`src/rtl/matrix_tx_formatter_if.sv`:
```
// matrix_tx_formatter_if: start/storage/tx bundle of the matrix formatter.
// master = formatter side, slave = environment side.
interface matrix_tx_formatter_if;
  logic        i_start;
  logic [7:0]  i_base_addr;
  logic [31:0] i_m;
  logic [31:0] i_n;
  logic [7:0]  o_rd_addr;
  logic [31:0] i_rd_data;
  logic [7:0]  o_tx_data;
  logic        o_tx_valid;
  logic        i_tx_ready;
  logic        o_busy;
  logic        o_done;
  logic        o_error;

  modport master (
    input  i_start, i_base_addr, i_m, i_n,
    input  i_rd_data, i_tx_ready,
    output o_rd_addr, o_tx_data, o_tx_valid,
    output o_busy, o_done, o_error
  );

  modport slave (
    output i_start, i_base_addr, i_m, i_n,
    output i_rd_data, i_tx_ready,
    input  o_rd_addr, o_tx_data, o_tx_valid,
    input  o_busy, o_done, o_error
  );
endinterface

```
`src/rtl/matrix_tx_formatter.sv`:
```
// matrix_tx_formatter: streams one stored matrix as decimal ASCII text.
// Option: MATRIX_TX_SIGNED_EN treats elements as 16-bit two's complement.
module matrix_tx_formatter #(
  parameter int MAX_DIM = 5
) (
  input logic clk,
  input logic rst_n,
  matrix_tx_formatter_if.master bus
);

  typedef enum logic [3:0] {
    IDLE, RD, WAIT, CONV, EMIT, SEP, CR, LF, DONE
  } state_t;

  localparam logic [7:0] CH_SP = 8'h20;
  localparam logic [7:0] CH_CR = 8'h0d;
  localparam logic [7:0] CH_LF = 8'h0a;

  state_t          state;
  logic [7:0]      m_r, n_r, row, col;
  logic [15:0]     val;
  logic [4:0][3:0] dig;
  logic [1:0]      step;
  logic [2:0]      ptr;
`ifdef MATRIX_TX_SIGNED_EN
  logic            neg;
  logic            sgn;
`endif

  logic            hs, legal;
  logic [13:0]     p;
  logic [3:0]      d;
  logic [15:0]     rem;
  logic [4:0][3:0] dig_nx;
  logic [2:0]      first;
  logic            unused_hi;

  assign hs = bus.o_tx_valid && bus.i_tx_ready;
  assign unused_hi = ^bus.i_rd_data[31:16];
  assign legal = (bus.i_m >= 32'd1) && (bus.i_m <= 32'(MAX_DIM))
              && (bus.i_n >= 32'd1) && (bus.i_n <= 32'(MAX_DIM));

  function automatic logic [7:0] asc(input logic [3:0] v);
    return {4'h3, v};
  endfunction

  // one decimal place per cycle; last step also yields the ones digit
  always_comb begin
    p = 14'd10;
    unique case (step)
      2'd0: p = 14'd10000;
      2'd1: p = 14'd1000;
      2'd2: p = 14'd100;
      2'd3: p = 14'd10;
    endcase
    d = 4'd0;
    for (int k = 1; k <= 9; k++)
      if ({1'b0, val} >= 17'(k) * {3'b0, p})
        d = 4'(k);
    rem = val - ({12'b0, d} * {2'b0, p});
    dig_nx = dig;
    dig_nx[3'd4 - {1'b0, step}] = d;
    if (step == 2'd3)
      dig_nx[0] = rem[3:0];
    first = 3'd0;
    for (int i = 1; i <= 4; i++)
      if (dig_nx[i] != 4'd0)
        first = 3'(i);
  end

  // formatter FSM with registered outputs
  always_ff @(posedge clk or negedge rst_n) begin
    if (!rst_n) begin
      state          <= IDLE;
      m_r            <= '0;
      n_r            <= '0;
      row            <= '0;
      col            <= '0;
      val            <= '0;
      dig            <= '0;
      step           <= '0;
      ptr            <= '0;
`ifdef MATRIX_TX_SIGNED_EN
      neg            <= 1'b0;
      sgn            <= 1'b0;
`endif
      bus.o_rd_addr  <= '0;
      bus.o_tx_data  <= '0;
      bus.o_tx_valid <= 1'b0;
      bus.o_busy     <= 1'b0;
      bus.o_done     <= 1'b0;
      bus.o_error    <= 1'b0;
    end else begin
      bus.o_done  <= 1'b0;
      bus.o_error <= 1'b0;
      unique case (state)
        IDLE: begin
          if (bus.i_start) begin
            if (legal) begin
              m_r           <= bus.i_m[7:0];
              n_r           <= bus.i_n[7:0];
              row           <= '0;
              col           <= '0;
              bus.o_rd_addr <= bus.i_base_addr;
              bus.o_busy    <= 1'b1;
              state         <= RD;
            end else begin
              bus.o_error <= 1'b1;
            end
          end
        end
        RD: state <= WAIT;
        WAIT: begin
`ifdef MATRIX_TX_SIGNED_EN
          neg <= bus.i_rd_data[15];
          val <= bus.i_rd_data[15]
               ? (~bus.i_rd_data[15:0] + 16'd1)
               : bus.i_rd_data[15:0];
`else
          val <= bus.i_rd_data[15:0];
`endif
          step  <= 2'd0;
          state <= CONV;
        end
        CONV: begin
          val  <= rem;
          dig  <= dig_nx;
          step <= step + 2'd1;
          if (step == 2'd3) begin
            ptr            <= first;
            bus.o_tx_valid <= 1'b1;
            bus.o_tx_data  <= asc(dig_nx[first]);
`ifdef MATRIX_TX_SIGNED_EN
            sgn <= neg;
            if (neg)
              bus.o_tx_data <= 8'h2d;
`endif
            state <= EMIT;
          end
        end
        EMIT: begin
          if (hs) begin
`ifdef MATRIX_TX_SIGNED_EN
            if (sgn) begin
              sgn           <= 1'b0;
              bus.o_tx_data <= asc(dig[ptr]);
            end else
`endif
            if (ptr != 3'd0) begin
              ptr           <= ptr - 3'd1;
              bus.o_tx_data <= asc(dig[ptr - 3'd1]);
            end else if (col == n_r - 8'd1) begin
              bus.o_tx_data <= CH_CR;
              state         <= CR;
            end else begin
              bus.o_tx_data <= CH_SP;
              state         <= SEP;
            end
          end
        end
        SEP: begin
          if (hs) begin
            bus.o_tx_valid <= 1'b0;
            bus.o_rd_addr  <= bus.o_rd_addr + 8'd1;
            col            <= col + 8'd1;
            state          <= RD;
          end
        end
        CR: begin
          if (hs) begin
            bus.o_tx_data <= CH_LF;
            state         <= LF;
          end
        end
        LF: begin
          if (hs) begin
            bus.o_tx_valid <= 1'b0;
            if (row == m_r - 8'd1) begin
              bus.o_done <= 1'b1;
              bus.o_busy <= 1'b0;
              state      <= DONE;
            end else begin
              row           <= row + 8'd1;
              col           <= '0;
              bus.o_rd_addr <= bus.o_rd_addr + 8'd1;
              state         <= RD;
            end
          end
        end
        DONE: state <= IDLE;
        default: state <= IDLE;
      endcase
    end
  end

endmodule

```
`src/flat_wrapper.sv`:
```
// flat-port wrapper written by rule: the top's interface ports become plain ports
module matrix_tx_formatter_flat 
#(
  parameter int MAX_DIM = 5
)
  (clk, rst_n, bus_i_start, bus_i_base_addr, bus_i_m, bus_i_n, bus_i_rd_data, bus_i_tx_ready, bus_o_rd_addr, bus_o_tx_data, bus_o_tx_valid, bus_o_busy, bus_o_done, bus_o_error);
  matrix_tx_formatter_if bus_i ();
  input logic clk;
  input logic rst_n;
  input wire logic [$bits(bus_i.i_start)-1:0] bus_i_start;
  input wire logic [$bits(bus_i.i_base_addr)-1:0] bus_i_base_addr;
  input wire logic [$bits(bus_i.i_m)-1:0] bus_i_m;
  input wire logic [$bits(bus_i.i_n)-1:0] bus_i_n;
  input wire logic [$bits(bus_i.i_rd_data)-1:0] bus_i_rd_data;
  input wire logic [$bits(bus_i.i_tx_ready)-1:0] bus_i_tx_ready;
  output wire logic [$bits(bus_i.o_rd_addr)-1:0] bus_o_rd_addr;
  output wire logic [$bits(bus_i.o_tx_data)-1:0] bus_o_tx_data;
  output wire logic [$bits(bus_i.o_tx_valid)-1:0] bus_o_tx_valid;
  output wire logic [$bits(bus_i.o_busy)-1:0] bus_o_busy;
  output wire logic [$bits(bus_i.o_done)-1:0] bus_o_done;
  output wire logic [$bits(bus_i.o_error)-1:0] bus_o_error;
  assign bus_i.i_start = bus_i_start;
  assign bus_i.i_base_addr = bus_i_base_addr;
  assign bus_i.i_m = bus_i_m;
  assign bus_i.i_n = bus_i_n;
  assign bus_i.i_rd_data = bus_i_rd_data;
  assign bus_i.i_tx_ready = bus_i_tx_ready;
  assign bus_o_rd_addr = bus_i.o_rd_addr;
  assign bus_o_tx_data = bus_i.o_tx_data;
  assign bus_o_tx_valid = bus_i.o_tx_valid;
  assign bus_o_busy = bus_i.o_busy;
  assign bus_o_done = bus_i.o_done;
  assign bus_o_error = bus_i.o_error;
  matrix_tx_formatter #(.MAX_DIM(MAX_DIM)) u_core (.clk(clk), .rst_n(rst_n), .bus(bus_i));
endmodule
```
`config.mk`:
```
export PLATFORM = sky130hd
export DESIGN_NAME = matrix_tx_formatter_flat
export DESIGN_NICKNAME = d
export VERILOG_FILES = /design/src/rtl/matrix_tx_formatter_if.sv /design/src/rtl/matrix_tx_formatter.sv /design/src/flat_wrapper.sv
export SDC_FILE = /design/constraint.sdc
export NUM_CORES = 1
export LEC_CHECK = 0
export ABC_CLOCK_PERIOD_IN_PS = 10100
export BUFFER_PORTS_ARGS = -buffer_cell sky130_fd_sc_hd__buf_4
export CAP_MARGIN = 20
export CORE_UTILIZATION = 35
export DETAILED_ROUTE_END_ITERATION = 10
export RECOVER_POWER = 50
export REMOVE_ABC_BUFFERS = 1
export SLEW_MARGIN = 40
export SYNTH_ARGS = -nofsm -noshare
export SYNTH_HDL_FRONTEND = slang
export SYNTH_SLANG_ARGS = --single-unit
```
`constraint.sdc`:
```
create_clock -name clk -period 10.1 [get_ports clk]
set_clock_uncertainty 0.05 [all_clocks]
set_input_delay 1.515 -clock clk [delete_from_list [all_inputs] [get_ports clk]]
set_output_delay 1.515 -clock clk [all_outputs]
set_load 0.05 [all_outputs]
```
==> summary.md <==
| Metric | Value |
|---|---|
| Outcome | complete, but fails checks |
| Failing checks | capacitance limit, slew limit |
| Reg2reg end | u_core.val[15]$_DFFE_PN0P_ |
| Buffers on Ports | around 110 |
| Layout area overhead | 15.60% |
| Final setup fails | 0 |
| Max-slew violations | 75 |
| Initial antenna violation count | 0 |
| Avg Vias per Cell | around 5.6 |
| Detailed Place HPWL | between 20 and 25 mm |
| # fillers | about 2700 |
| Net count reported at finish | approximately 1500 |
| Fmax | 106.9 MHz |
| TritonCTS Buffers | 9 |
| Synth Register Bits | between 90 and 100 |
| Fraction of the mapped netlist area in adder cells | 0.2195 |
| Row count | 60 |
| Delay-heaviest family, CP | compound AO/OA/AOI/OAI gates |
| Synth Area in Compound Gates | 0.1958 |
| CP endpoint | u_core.val[15]$_DFFE_PN0P_ |
| Leakage | between 5 and 6 nW |
| I/O Pins | 128 |
| Slew margin rel. | -1.774 |
| Synth Warn # | 0 |
| Hold Slack | roughly 0.46 ns |
| Slowest cell on crit path | a2111oi_0 |
| Launch point of the worst reg-to-reg path | u_core.step[0]$_DFFE_PN0P_ |
| Pwr dens | a little over 70 nW/um^2 |
| Worst setup SP type | flip-flop |
| Mapped Area | roughly 9600 sq um |
| Final RePlAce weighted congestion | between 0.9 and 1 |
| Area of the die | about 28000 sq um |
| VDD IR-drop max | ~0.078 mV |
| Clk Latency, worst-skew pair | between 0.3 and 0.4 ns |
| Initial drt markers | 661 |
| Worst EP required | 10.27 ns |
| Post-CTS setup buffer count | 0 |
| Die Span X | about 170 um |
| Largest net degree at the start of global routing | 75 |
| CTS Root Cell | clkbuf_16 |
| Final hold violation count | 0 |
| Fin crit period | 9.356 ns |
| CP max stage delay | around 0.63 ns |
| Detailed Route WL | 28.26 mm |
| EDFF count, synth | 0 |
| Worst-path clk slew | 0.07 ns |
| Post-Synth XOR/XNOR Area | 0.04824 |
| First-pass GRT wire length | about 46 mm |
| Overall Global Routing Usage | 0.2038 |
| Worst-margin pin slew | 4.161 ns |
| Max cap viols | 1 |
| Final Core Density | 0.4128 |
| Avg Inst Size Synth | ~8.4 sq um |
| Die Y | 167.8 um |
| Clock sink total | 95 |
| Deepest clock path buffer count | 2 |
| N_diodes | 0 |
| Combinational family with the most area after synthesis | adder cells |
| CP max FO | 11 |
| Simple-Gate Fraction of Synth Area | 0.1982 |
| Crit end category | flip-flop |
| Bufs and invs on worst path | 8 |
| Main synth FF type | dfrtp_1 |
| H-tree depth | 3 |
| Critical path arrival | around 9.5 ns |
| Crit path from | u_core.step[0]$_DFFE_PN0P_ |
| Via count | 8870 |
| Pre-antenna DRT Iters | 5 |
| CP Class | reg -> reg |
| # DRC | 0 |
| Layout cell share with drive strength beyond 1 | 0.1258 |
| CTS tree | yes |
| Library cells used by synthesis | 78 |
| Final period util | 0.9263 |
| RSZ-0062 raised after global routing | no |
| CP Depth | 39 |
| Hold Path Class | reg -> reg |
| Flop2flop setup slack | 0.74 ns |
| Core area | 26950 sq um |
| Async S/R FF share, synth | 1.000 |
| Reg2reg path depth | 39 |
| Hold_buf cts | 0 |
| Cells after synthesis | 1150 |
| Register area share after synthesis | 0.2470 |
| Grt ovf | 0 |
| Post_cts resized | 0 |
| Number of global-route vias before repair | about 8500 |
| Routed wire per std cell | between 15 and 20 um |
| Initial core utilization | 0.3571 |
| Post-synthesis mux area share | 0.03082 |
| Post-route antenna net violation count | 0 |
| Setup Total Neg Slack | 0 ns |
[final cells by class]
class                      count  area [sq um]  share of cell area
inverter                     109         409.1             0.03678
clock buffer                   9         225.2             0.02025
clock inverter                 7         97.59            0.008773
tap                          341         426.7             0.03835
sequential                    95          2379              0.2138
timing repair buffer         125         915.9             0.08233
multi-input combinational    911          6671              0.5997
[report_power, final]
| group | internal [W] | leakage, nW | switching (W) |
|---|---|---|---|
| clock network | 0.000201 | 0.158 | 0.000181 |
| registers | 0.000380 | 1.22 | 0.0000000459 |
| logic | 0.0000244 | 3.84 | 0.0000184 |
[stage by stage]
step           instance area [sq um]  setup slack (ns)  cells  power (W)
6_report                       11120            0.7442   1597  0.0008050
3_5_place_dp                   10830            0.7158   1581  0.0004321
5_1_grt                        11120           0.04017   1597  0.0008321
3_3_place_gp                   10820            0.8677   1581  0.0004314
4_1_cts                        11150            0.6802   1597  0.0008120
2_1_floorplan                   9458             1.556   1115  0.0003942
[sequential cells by signal, summed over array words and instances, names as in the netlist]
register,flops
u_core.row,8
u_core.bus.o_error,1
u_core.n_r,8
u_core.bus.o_tx_data,6
u_core.ptr,3
u_core.bus.o_busy,1
u_core.m_r,8
u_core.dig,20
u_core.bus.o_tx_valid,1
u_core.col,8
u_core.step,2
u_core.state,4
u_core.bus.o_rd_addr,8
u_core.bus.o_done,1
u_core.val,16
[routing by layer]
layer | vias up | share of wire | GRT usage
met5 | - | 0 | 0
li1 | 4313 | - | -
met4 | 0 | 0.014 | 0.04467
met1 | 4276 | 0.49 | 0.3020
met3 | 28 | 0.052 | 0.02633
met2 | 253 | 0.45 | 0.3138
[worst min-delay path by stage]
| stage | from | cells past startpoint | slack [ns] | end |
|---|---|---|---|---|
| detailed placement | u_core.dig[1]$_DFFE_PN0P_ | 2 | 0.45 | u_core.dig[1]$_DFFE_PN0P_ |
| finish | u_core.state[0]$_DFFE_PN0P_ | 1 | 0.46 | u_core.state[0]$_DFFE_PN0P_ |
| global placement | u_core.state[0]$_DFFE_PN0P_ | 1 | 0.42 | u_core.state[0]$_DFFE_PN0P_ |
| CTS | u_core.state[0]$_DFFE_PN0P_ | 1 | 0.46 | u_core.state[0]$_DFFE_PN0P_ |
| global route | u_core.bus.o_tx_data[5]$_DFFE_PN0P_ | 1 | 0.48 | u_core.bus.o_tx_data[5]$_DFFE_PN0P_ |
| floorplan | u_core.dig[1]$_DFFE_PN0P_ | 2 | 0.41 | u_core.dig[1]$_DFFE_PN0P_ |
[layout by cell type, fill, tap and decap left out, types with 27 or more instances in the layout]
| cell | count |
|---|---|
| ha_1 | 124 |
| buf_4 | 118 |
| nand2_1 | 109 |
| inv_1 | 105 |
| nor2_1 | 101 |
| dfrtp_1 | 94 |
| o21ai_0 | 93 |
| a21oi_1 | 68 |
| xnor2_1 | 29 |
| nor4_1 | 28 |
| fa_1 | 28 |
| nand3_1 | 27 |
[cells in the mapped netlist, types with 4 or more instances]
library cell | count | area, sq um
a31oi_1 | 10 | 62.56
and2_1 | 6 | 37.54
nor2_1 | 101 | 379.1
o31ai_1 | 5 | 37.54
dfrtp_1 | 95 | 2377
xnor2_1 | 29 | 254.0
nor3_1 | 24 | 120.1
o21ai_0 | 93 | 465.5
nand2_1 | 109 | 409.1
ha_1 | 124 | 1551
a211o_1 | 9 | 78.83
and4b_1 | 4 | 40.04
o211ai_1 | 7 | 52.55
nor2b_1 | 23 | 143.9
a21boi_0 | 8 | 60.06
mux2_2 | 5 | 56.30
mux4_2 | 4 | 90.09
or3_1 | 5 | 31.28
nand2b_1 | 8 | 50.05
nor3b_1 | 6 | 45.04
xor2_1 | 24 | 210.2
o21a_1 | 5 | 37.54
inv_1 | 105 | 394.1
o21ai_1 | 7 | 35.03
nor4_1 | 28 | 175.2
nand3_1 | 27 | 135.1
a2111oi_0 | 5 | 43.79
nand3b_1 | 7 | 52.55
nand4_1 | 19 | 118.9
clkbuf_1 | 26 | 97.59
a21o_1 | 14 | 105.1
mux2i_1 | 15 | 150.1
o22ai_1 | 4 | 25.02
clkinv_1 | 4 | 15.01
and3_1 | 9 | 56.30
a221oi_1 | 5 | 43.79
fa_1 | 28 | 560.5
a21oi_1 | 68 | 340.3
a32oi_1 | 4 | 35.03
a211oi_1 | 11 | 82.58
[kinds of logic (layout without fill, tap and decap cells)]
| kind of cell | count (synthesis) | count (layout) |
|---|---|---|
| buf+inv | 145 | 250 |
| flops | 95 | 95 |
| simple gates | 388 | 388 |
| xor+xnor | 53 | 53 |
| fa+ha+maj | 152 | 152 |
| compound gates | 292 | 292 |
| mux | 24 | 24 |
| other cells | 1 | 2 |
No activity file was read; power rests on OpenSTA's default activity.
